==> src/rtl/tx_iq_dac_pace_if.sv <==
`default_nettype none
// ============================================================================
//  Module      : tx_iq_dac_pace_if
//  Description : Sample bus between tx_iq_intf and the DAC pacing stage.
//                Carries the FWFT I/Q pack with its valid/read-strobe
//                handshake and the paced DAC sample stream.
//                  wifi_iq_pack  : {..., q, i} word from tx_iq_intf
//                  wifi_iq_valid : pack holds valid data
//                  wifi_iq_ready : one-cycle read strobe back to tx_iq_intf
//                  dac_i/dac_q   : signed DAC samples
//                  dac_valid     : one-cycle strobe marking a new DAC sample
//                  master modport: producer of the pack, consumer of DAC data
//                  slave modport : the pacing stage
//  Revision    : 1.0 - initial release
// ============================================================================
interface tx_iq_dac_pace_if #(
    parameter int WIFI_IQ_PACK_DATA_WIDTH = 64,
    parameter int IQ_DATA_WIDTH           = 16
);
    logic [WIFI_IQ_PACK_DATA_WIDTH-1:0] wifi_iq_pack;
    logic                               wifi_iq_valid;
    logic                               wifi_iq_ready;
    logic signed [IQ_DATA_WIDTH-1:0]    dac_i;
    logic signed [IQ_DATA_WIDTH-1:0]    dac_q;
    logic                               dac_valid;

    modport master (
        output wifi_iq_pack,
        output wifi_iq_valid,
        input  wifi_iq_ready,
        input  dac_i,
        input  dac_q,
        input  dac_valid
    );

    modport slave (
        input  wifi_iq_pack,
        input  wifi_iq_valid,
        output wifi_iq_ready,
        output dac_i,
        output dac_q,
        output dac_valid
    );
endinterface
`default_nettype wire

==> src/rtl/tx_iq_dac_pace.sv <==
`default_nettype none
// ============================================================================
//  Module      : tx_iq_dac_pace
//  Description : Sample pacing and 2x interpolation between tx_iq_intf and
//                the DAC front end. Issues a read strobe once per input
//                period, captures the low {q,i} word of the pack, and emits
//                two DAC samples per period: the previous sample, then the
//                midpoint of previous and newest. Ramps in from and out to
//                zero around enable, and counts strobes that found no data.
//  Ports       : clk, rst (async, active high)
//                enable       - run request
//                rate_div     - input period minus 1 in clocks (min 3)
//                iq           - sample bus (slave modport)
//                underrun_cnt - saturating underrun count
//                underrun_clr - synchronous clear of underrun_cnt
//  Revision    : 1.0 - initial release
// ============================================================================
module tx_iq_dac_pace #(
    parameter int WIFI_IQ_PACK_DATA_WIDTH = 64,
    parameter int IQ_DATA_WIDTH           = 16,
    parameter int DIV_WIDTH               = 8
) (
    input  wire                  clk,
    input  wire                  rst,
    input  wire                  enable,
    input  wire [DIV_WIDTH-1:0]  rate_div,
    tx_iq_dac_pace_if.slave      iq,
    output logic [15:0]          underrun_cnt,
    input  wire                  underrun_clr
);

    localparam logic [1:0]           c_ST_IDLE      = 2'd0;
    localparam logic [1:0]           c_ST_RUN       = 2'd1;
    localparam logic [1:0]           c_ST_DRAIN     = 2'd2;
    localparam logic [DIV_WIDTH-1:0] c_DIV_MIN      = DIV_WIDTH'(3);
    localparam logic [15:0]          c_UNDERRUN_MAX = 16'hFFFF;

    logic [1:0]                      r_state;
    logic [1:0]                      w_state_nxt;
    logic [DIV_WIDTH-1:0]            r_cnt;
    logic [DIV_WIDTH-1:0]            r_div_l;
    logic [DIV_WIDTH:0]              w_half_ext;
    logic [DIV_WIDTH-1:0]            w_half;
    logic [DIV_WIDTH-1:0]            w_div_clamped;

    logic signed [IQ_DATA_WIDTH-1:0] r_prev_i, r_prev_q;
    logic signed [IQ_DATA_WIDTH-1:0] r_cur_i,  r_cur_q;
    logic signed [IQ_DATA_WIDTH-1:0] r_dac_i,  r_dac_q;
    logic                            r_dac_valid;
    logic [15:0]                     r_underrun_cnt;

    logic                            w_active;
    logic                            w_at_zero;
    logic                            w_at_half;
    logic                            w_at_end;
    logic                            w_take;
    logic                            w_underrun;
    logic signed [IQ_DATA_WIDTH-1:0] w_smp_i, w_smp_q;
    logic signed [IQ_DATA_WIDTH:0]   w_sum_i, w_sum_q;
    logic signed [IQ_DATA_WIDTH-1:0] w_mid_i, w_mid_q;

    // Only the low {q,i} word of the pack is consumed.
    generate
        if (WIFI_IQ_PACK_DATA_WIDTH > 2*IQ_DATA_WIDTH) begin : g_pack_tail
            logic w_unused_pack_hi;
            assign w_unused_pack_hi =
                ^iq.wifi_iq_pack[WIFI_IQ_PACK_DATA_WIDTH-1:2*IQ_DATA_WIDTH];
        end
    endgenerate

    // Periods shorter than 4 clocks would collide the capture and midpoint
    // slots, so the divider is clamped.
    assign w_div_clamped = (rate_div < c_DIV_MIN) ? c_DIV_MIN : rate_div;
    assign w_half_ext    = {1'b0, r_div_l} + (DIV_WIDTH+1)'(1);
    assign w_half        = DIV_WIDTH'(w_half_ext >> 1);

    assign w_active  = (r_state == c_ST_RUN) || (r_state == c_ST_DRAIN);
    assign w_at_zero = w_active && (r_cnt == '0);
    assign w_at_half = w_active && (r_cnt == w_half);
    assign w_at_end  = w_active && (r_cnt == r_div_l);

    // In DRAIN (or on an empty strobe) zeros are shifted in so the output
    // ramps down to zero instead of repeating stale data.
    assign w_take     = (r_state == c_ST_RUN) && iq.wifi_iq_valid;
    assign w_underrun = w_at_zero && (r_state == c_ST_RUN) && !iq.wifi_iq_valid;
    assign w_smp_i    = w_take ? iq.wifi_iq_pack[IQ_DATA_WIDTH-1:0] : '0;
    assign w_smp_q    = w_take ? iq.wifi_iq_pack[2*IQ_DATA_WIDTH-1:IQ_DATA_WIDTH] : '0;

    // One guard bit keeps the sum exact; the arithmetic shift rounds toward
    // minus infinity and the mean always fits back into the sample width.
    assign w_sum_i = {r_prev_i[IQ_DATA_WIDTH-1], r_prev_i} + {r_cur_i[IQ_DATA_WIDTH-1], r_cur_i};
    assign w_sum_q = {r_prev_q[IQ_DATA_WIDTH-1], r_prev_q} + {r_cur_q[IQ_DATA_WIDTH-1], r_cur_q};
    assign w_mid_i = IQ_DATA_WIDTH'(w_sum_i >>> 1);
    assign w_mid_q = IQ_DATA_WIDTH'(w_sum_q >>> 1);

    always_ff @(posedge clk or posedge rst) begin
        if (rst) begin
            r_state <= c_ST_IDLE;
        end else begin
            r_state <= w_state_nxt;
        end
    end

    always_comb begin
        w_state_nxt = r_state;
        case (r_state)
            c_ST_IDLE: begin
                if (enable) w_state_nxt = c_ST_RUN;
            end
            c_ST_RUN: begin
                if (w_at_end && !enable) w_state_nxt = c_ST_DRAIN;
            end
            c_ST_DRAIN: begin
                // enable is ignored here; IDLE re-enters RUN on the next edge.
                if (w_at_end) w_state_nxt = c_ST_IDLE;
            end
            default: w_state_nxt = c_ST_IDLE;
        endcase
    end

    always_ff @(posedge clk or posedge rst) begin
        if (rst) begin
            r_cnt       <= '0;
            r_div_l     <= c_DIV_MIN;
            r_prev_i    <= '0;
            r_prev_q    <= '0;
            r_cur_i     <= '0;
            r_cur_q     <= '0;
            r_dac_i     <= '0;
            r_dac_q     <= '0;
            r_dac_valid <= 1'b0;
        end else begin
            r_dac_valid <= 1'b0;
            if (r_state == c_ST_IDLE) begin
                r_cnt    <= '0;
                r_prev_i <= '0;
                r_prev_q <= '0;
                r_cur_i  <= '0;
                r_cur_q  <= '0;
                if (enable) r_div_l <= w_div_clamped;
            end else begin
                r_cnt <= w_at_end ? '0 : r_cnt + DIV_WIDTH'(1);
                if (w_at_zero) begin
                    r_prev_i    <= r_cur_i;
                    r_prev_q    <= r_cur_q;
                    r_cur_i     <= w_smp_i;
                    r_cur_q     <= w_smp_q;
                    r_dac_i     <= r_cur_i;
                    r_dac_q     <= r_cur_q;
                    r_dac_valid <= 1'b1;
                end else if (w_at_half) begin
                    r_dac_i     <= w_mid_i;
                    r_dac_q     <= w_mid_q;
                    r_dac_valid <= 1'b1;
                end
                if ((r_state == c_ST_DRAIN) && w_at_end) begin
                    r_prev_i <= '0;
                    r_prev_q <= '0;
                    r_cur_i  <= '0;
                    r_cur_q  <= '0;
                end
            end
        end
    end

    // A clear coinciding with an underrun leaves that underrun counted.
    always_ff @(posedge clk or posedge rst) begin
        if (rst) begin
            r_underrun_cnt <= '0;
        end else if (underrun_clr) begin
            r_underrun_cnt <= w_underrun ? 16'd1 : 16'd0;
        end else if (w_underrun && (r_underrun_cnt != c_UNDERRUN_MAX)) begin
            r_underrun_cnt <= r_underrun_cnt + 16'd1;
        end
    end

    // The strobe is decoded from registers only, so reset removes it at once.
    assign iq.wifi_iq_ready = (r_state == c_ST_RUN) && (r_cnt == '0);
    assign iq.dac_i         = r_dac_i;
    assign iq.dac_q         = r_dac_q;
    assign iq.dac_valid     = r_dac_valid;
    assign underrun_cnt     = r_underrun_cnt;

endmodule
`default_nettype wire

==> src/flat_wrapper.sv <==
// flat-port wrapper written by rule: the top's interface ports become plain ports
module tx_iq_dac_pace_flat 
#(
    parameter int WIFI_IQ_PACK_DATA_WIDTH = 64,
    parameter int IQ_DATA_WIDTH           = 16,
    parameter int DIV_WIDTH               = 8
)
  (clk, rst, enable, rate_div, underrun_cnt, underrun_clr, iq_wifi_iq_pack, iq_wifi_iq_valid, iq_wifi_iq_ready, iq_dac_i, iq_dac_q, iq_dac_valid);
  tx_iq_dac_pace_if #(.WIFI_IQ_PACK_DATA_WIDTH(WIFI_IQ_PACK_DATA_WIDTH), .IQ_DATA_WIDTH(IQ_DATA_WIDTH)) iq_i ();
  input  wire clk;
  input  wire rst;
  input  wire enable;
  input  wire [DIV_WIDTH-1:0] rate_div;
  output logic [15:0] underrun_cnt;
  input  wire underrun_clr;
  input wire logic [$bits(iq_i.wifi_iq_pack)-1:0] iq_wifi_iq_pack;
  input wire logic [$bits(iq_i.wifi_iq_valid)-1:0] iq_wifi_iq_valid;
  output wire logic [$bits(iq_i.wifi_iq_ready)-1:0] iq_wifi_iq_ready;
  output wire logic [$bits(iq_i.dac_i)-1:0] iq_dac_i;
  output wire logic [$bits(iq_i.dac_q)-1:0] iq_dac_q;
  output wire logic [$bits(iq_i.dac_valid)-1:0] iq_dac_valid;
  assign iq_i.wifi_iq_pack = iq_wifi_iq_pack;
  assign iq_i.wifi_iq_valid = iq_wifi_iq_valid;
  assign iq_wifi_iq_ready = iq_i.wifi_iq_ready;
  assign iq_dac_i = iq_i.dac_i;
  assign iq_dac_q = iq_i.dac_q;
  assign iq_dac_valid = iq_i.dac_valid;
  tx_iq_dac_pace #(.WIFI_IQ_PACK_DATA_WIDTH(WIFI_IQ_PACK_DATA_WIDTH), .IQ_DATA_WIDTH(IQ_DATA_WIDTH), .DIV_WIDTH(DIV_WIDTH)) u_core (.clk(clk), .rst(rst), .enable(enable), .rate_div(rate_div), .iq(iq_i), .underrun_cnt(underrun_cnt), .underrun_clr(underrun_clr));
endmodule
==> config.mk <==
export PLATFORM = sky130hd
export DESIGN_NAME = tx_iq_dac_pace_flat
export DESIGN_NICKNAME = d
export VERILOG_FILES = /design/src/rtl/tx_iq_dac_pace_if.sv /design/src/rtl/tx_iq_dac_pace.sv /design/src/flat_wrapper.sv
export SDC_FILE = /design/constraint.sdc
export NUM_CORES = 1
export LEC_CHECK = 0
export CORE_UTILIZATION = 45
export CTS_BUF_LIST = sky130_fd_sc_hd__clkbuf_16
export CTS_CLUSTER_SIZE = 28
export DETAILED_ROUTE_END_ITERATION = 10
export PLACE_DENSITY_LB_ADDON = 0.08
export SYNTH_ARGS = -nofsm -noshare
export SYNTH_HDL_FRONTEND = slang
export SYNTH_SLANG_ARGS = --single-unit
==> constraint.sdc <==
create_clock -name clk -period 5.21 [get_ports clk]
set_input_delay 0.7815 -clock clk [delete_from_list [all_inputs] [get_ports clk]]
set_output_delay 0.7815 -clock clk [all_outputs]
set_load 0.03 [all_outputs]
==> impl_metrics.json, run 1 <==
{
  "synth.area.top_cells": "dfrtp_1 44%, ha_1 6.7%, nand2_1 5.3%",
  "skew_ps": 8.50,
  "die_y_um": 130,
  "antenna_cells": 0,
  "p_leak_nw": 4.00,
  "netlist_area_um2": 7330,
  "grt_max_degree": 89,
  "switching_share_pct": 40.3,
  "async_flop_share_pct": 100,
  "worstPathArrival_ps": 3800,
  "crit_type": "flip-flop to flip-flop",
  "hold_class": "flip-flop to flip-flop",
  "htreeDepth": 4,
  "synth_commonest_cells": "129 x dfrtp_1, 104 x nand2_1, 84 x nor2_1",
  "ys_warn_count": 0,
  "placed_cells": 1057,
  "end_kind": "flip-flop",
  "period_share_pct": 66.5,
  "ctsHoldBuffers": 0,
  "final_hold_viol_count": 0,
  "ys_seq_area_share_pct": 44.7,
  "rr_worst_depth": 10,
  "cts_sinks": 131,
  "whs_ps": 487,
  "power_frac_seq_pct": 31.5,
  "top_level_ports": 127,
  "post-place-ws_ps": 1740,
  "synth-edff-count": 0,
  "synth_seq_cells": 131,
  "path_max_fanout": 26,
  "routedWlPerCell_um": 16.1,
  "tightest_slew_ps": 950,
  "synth_most_common_cell": "dfrtp_1",
  "antenna_found_initial": 0,
  "drive_gt1_share_pct": 7.22,
  "drc": 0,
  "setup_slack_ps": 1740,
  "numCtsBuffers": 17,
  "cts_resized": 0,
  "start_kind": "flip-flop",
  "cts_root_buf": "clkbuf_16",
  "die_w_um": 130,
  "outcome": "completed",
  "path_clk_slew_ps": 60,
  "synth_top_area_share_pct": 44.0,
  "rsz0062_at_grt": "no",
  "dieArea_um2": 16800,
  "postCtsSetupBuffers": 0,
  "drv_slew": 0,
  "yosysUniqueCellTypes": 63,
  "synth_top_area_cell": "dfrtp_1",
  "fp-row-count": 46,
  "slew_headroom_pct": 36.7,
  "period_minus_slack_ps": 3470,
  "pwr-share-clk_pct": 27.5,
  "nets": 978,
  "dp_hpwl_um": 11400,
  "pwr-share-comb_pct": 41.1,
  "firstDrtPassIters": 5,
  "p_sw_mw": 1.90,
  "setup_tns_ps": 0,
  "setup_viol": 0,
  "ant_nets": 0,
  "grt_pass1_wl_um": 28800,
  "intPower_mw": 2.81,
  "numPortBuffers": 94,
  "core_um2": 15900,
  "grt_pass1_vias": 5909,
  "final_cells": 1089,
  "clock_latency_ps": 420,
  "critPathRequiredTime_ps": 5540,
  "overflow": 0,
  "syn-num-nets": 901,
  "syn_inst": 783,
  "maxCapViolCount": 0,
  "max_freq_mhz": 289,
  "viasPerCell": 5.56,
  "clock_path_buffers": 2,
  "power_mw": 4.70,
  "hold_depth": 1,
  "grtUsageTotal_pct": 22.0,
  "powerDensity_nw_per_um2": 520,
  "ys.flop_type": "dfrtp_1",
  "wl_um": 17500,
  "route.vias.total": 6053,
  "drtIter0Drc": 329,
  "start_util_pct": 46.2,
  "area_growth_pct": 23.3,
  "cts_tree": "done",
  "gp_congestion": 0.812,
  "syn_area_per_cell_um2": 9.37,
  "ir_drop_v": 0.000353
}
state kept, by name, indices dropped and copies added, names as in the netlist:
register	flops
u_core.r_state	2
u_core.iq.dac_valid	1
u_core.r_prev_i	16
u_core.r_cur_i	16
u_core.r_cur_q	16
u_core.iq.dac_i	16
u_core.underrun_cnt	16
u_core.r_prev_q	16
u_core.iq.dac_q	16
u_core.r_cnt	8
u_core.r_div_l	8
final timing paths:
check                                                     from                             endpoint  slack (ps)
worst max-delay path             u_core.r_div_l[0]$_DFFE_PP1P_      u_core.iq.dac_q[14]$_DFFE_PP0P_        1740
worst min-delay path            u_core.iq.dac_i[5]$_DFFE_PP0P_       u_core.iq.dac_i[5]$_DFFE_PP0P_         490
worst max register to register   u_core.r_div_l[0]$_DFFE_PP1P_      u_core.iq.dac_q[14]$_DFFE_PP0P_        1740
worst min register to register  u_core.iq.dac_i[5]$_DFFE_PP0P_       u_core.iq.dac_i[5]$_DFFE_PP0P_         490
max in group asynchronous                                  rst       u_core.r_prev_q[4]$_DFFE_PP0P_        3270
min in group asynchronous                                  rst  u_core.underrun_cnt[13]$_DFFE_PP0P_         920
stage by stage:
stage          util, %  area, um^2
4_1_cts           56.9        9040
6_report          56.9        9040
3_3_place_gp      52.9        8400
3_5_place_dp      52.9        8400
5_1_grt           56.9        9040
2_1_floorplan        -        7330
final cells by class:
| type | count | area, um^2 |
|---|---|---|
| fillers | 1396 | 6840 |
| multi-input cells | 590 | 3780 |
| flip-flops and latches | 131 | 3280 |
| repair buffers | 102 | 1000 |
| clock buffers | 17 | 425 |
| well taps | 216 | 270 |
| clock inverters | 15 | 213 |
| inverters | 18 | 70.1 |
kinds of logic after synthesis:
group                      synth area share (%)
and+or+nand+nor                            17.2
buffers and inverters                      4.01
DFF                                        44.7
muxes                                      2.39
AOI/OAI and AO/OA                          17.8
xor gates and xnor gates                   6.57
adders and majority gates                  7.20
cell usage in the layout, fill, tap and decap left out, types with 15 or more instances in the layout:
master           Yosys  final
a21oi_1             61     61
inv_1               18     17
a31oi_1             22     22
nand3_1             22     21
o21ai_0             30     30
ha_1                39     39
a22oi_1             32     32
dfrtp_1            129    129
clkbuf_16            0     17
clkdlybuf4s50_1      0     94
nand2_1            104    104
xor2_1              24     24
nor2_1              84     84
a21o_1              15     15
xnor2_1             31     31
metal layers:
| layer | GRT usage (%) | part of all wire (%) |
|---|---|---|
| met4 | 7.52 | 1.5 |
| met3 | 4.42 | 5.1 |
| met2 | 36.0 | 47 |
| met1 | 29.0 | 46 |
| met5 | 0 | 0 |
power groups by stage:
stage / Sequential, mW / Clock (mW) / Combinational (mW)
after floorplan: 1.65 / 0 / 1.18
after CTS: 1.48 / 1.32 / 1.95
final: 1.48 / 1.29 / 1.93
after global routing: 1.51 / 1.36 / 2.11
after global placement: 1.48 / 0 / 1.91
after detailed placement: 1.50 / 0 / 1.94
worst max-delay path, cell delays in order (launching register included):
cell and delay, ps:
dfstp_2 610, ha_1 310, nand2b_1 120, o21ai_0 160, a211oi_1 90, or4b_4 570
o32ai_4 690, buf_4 410, nor3b_1 220, mux2i_1 100, o211ai_1 90
Power figures use the tool's default switching activity.
==> run 2: changes to the inputs <==
clock period = 3.5 ns   (was 5.21 ns; I/O delays follow)
==> impl_metrics.json, run 2 (synthesized netlist as in run 1, its figures left out) <==
{
  "path_max_fanout": 8,
  "antenna_cells": 0,
  "outcome": "completed",
  "ant_nets": 0,
  "htreeDepth": 4,
  "numCtsBuffers": 17,
  "worstPathArrival_ps": 2470,
  "firstDrtPassIters": 5,
  "p_leak_nw": 3.99,
  "routedWlPerCell_um": 15.9,
  "skew_ps": 10.0,
  "grt_pass1_wl_um": 28600,
  "fillCellCount": 1441,
  "critPathRequiredTime_ps": 2970,
  "die_w_um": 130,
  "start_kind": "flip-flop",
  "clock_latency_ps": 420,
  "path_clk_slew_ps": 60,
  "wl_um": 17300,
  "cts_resized": 0,
  "drv_slew": 0,
  "grtUsageTotal_pct": 22.1,
  "viasPerCell": 5.48,
  "gp_congestion": 0.804,
  "final-seq-area_um2": 3280,
  "slew_headroom_pct": 37.3,
  "drive_gt1_share_pct": 6.54,
  "drc": 0,
  "maxCapViolCount": 0,
  "antenna_found_initial": 0,
  "route.vias.total": 5962,
  "hold_class": "flip-flop to flip-flop",
  "grt_max_degree": 65,
  "tightest_slew_ps": 939,
  "cts_sinks": 131,
  "core_um2": 15900,
  "rsz0062_at_grt": "no",
  "fp-row-count": 46,
  "powerDensity_nw_per_um2": 746,
  "dp_hpwl_um": 11500,
  "top_level_ports": 127,
  "layout_commonest_cell": "dfrtp_1",
  "period_share_pct": 85.7,
  "postCtsSetupBuffers": 0,
  "final_hold_viol_count": 0,
  "die_y_um": 130,
  "cts_tree": "done",
  "setup_viol": 0,
  "drtIter0Drc": 287,
  "crit_type": "flip-flop to output pin",
  "overflow": 0,
  "ir_drop_v": 0.000610,
  "nets": 979,
  "clock_path_buffers": 2,
  "layout_common_cells": "129 x dfrtp_1, 104 x nand2_1, 94 x clkdlybuf4s50_1, 84 x nor2_1, 61 x a21oi_1",
  "start_util_pct": 46.2,
  "area_growth_pct": 22.7,
  "cts_root_buf": "clkbuf_16",
  "end_kind": "output pin",
  "period_minus_slack_ps": 3000,
  "ctsHoldBuffers": 0,
  "grt_pass1_vias": 5867,
  "dieArea_um2": 16800,
  "power_mw": 6.71,
  "setup_tns_ps": 0,
  "max_freq_mhz": 333,
  "multi_input_area_um2": 3780,
  "numPortBuffers": 94
}
[run 2: cell types whose count changed in the layout (fill, tap and decap cells not counted), moves of 2 or more]
cell / previous run / this run
bufinv_16: 5 / 2
clkinvlp_4: 3 / 1
buf_4: 8 / 5
inv_1: 17 / 22
buf_12: 0 / 4
[run 2: through the flow]
step	area, um^2	util (%)	hold slack, ps	setup slack (ps)	instances
5_1_grt	8990	56.6	527	353	1088
2_1_floorplan	7340	-	500	790	783
3_3_place_gp	8460	53.3	472	623	1058
6_report	8990	56.6	491	501	1088
3_5_place_dp	8460	53.3	479	558	1058
4_1_cts	8990	56.6	494	473	1088
[run 2: power by group]
| part | internal (mW) | switching (mW) |
|---|---|---|
| registers | 1.87 | 0.333 |
| logic | 1.08 | 1.82 |
| clock network | 1.01 | 0.604 |
| total | 3.96 | 2.75 |
[run 2: worst paths after layout]
path	startpoint	end	slack, ps	depth (start not counted)
worst max register to register	u_core.r_div_l[1]$_DFFE_PP1P_	u_core.iq.dac_q[14]$_DFFE_PP0P_	550	10
worst min register to register	u_core.iq.dac_i[10]$_DFFE_PP0P_	u_core.iq.dac_i[10]$_DFFE_PP0P_	490	1
min in group asynchronous	rst	u_core.r_cur_q[7]$_DFFE_PP0P_	640	2
worst min-delay path	u_core.iq.dac_i[10]$_DFFE_PP0P_	u_core.iq.dac_i[10]$_DFFE_PP0P_	490	1
max in group asynchronous	rst	u_core.r_div_l[0]$_DFFE_PP1P_	2150	3
worst max-delay path	u_core.r_cnt[0]$_DFF_PP0_	iq_wifi_iq_ready	500	5
[run 2: layout make-up]
cell class,count,share of cell area [%]
sequential,131,36.5
multi-input combinational,590,42.1
tap,216,3.00
clock inverter,13,1.18
inverter,18,0.793
clock buffer,17,4.73
timing repair buffer,103,11.8
[run 2: worst max-delay path: stages (launching register included)]
cell and delay, ps:
dfrtp_1 490, inv_1 100, ha_1 130, nor3b_1 420
and3_1 240, clkdlybuf4s50_1 670
[run 2: per-layer routing]
| metal | share of wire (%) | wire, um | GRT usage (%) | vias to the layer above |
|---|---|---|---|---|
| li1 | - | - | - | 2934 |
| met1 | 48 | 8290 | 29.0 | 2881 |
| met2 | 46 | 7980 | 35.4 | 131 |
| met3 | 4.5 | 772 | 5.62 | 16 |
| met4 | 1.3 | 231 | 7.46 | 0 |
| met5 | 0 | 0 | 0 | - |
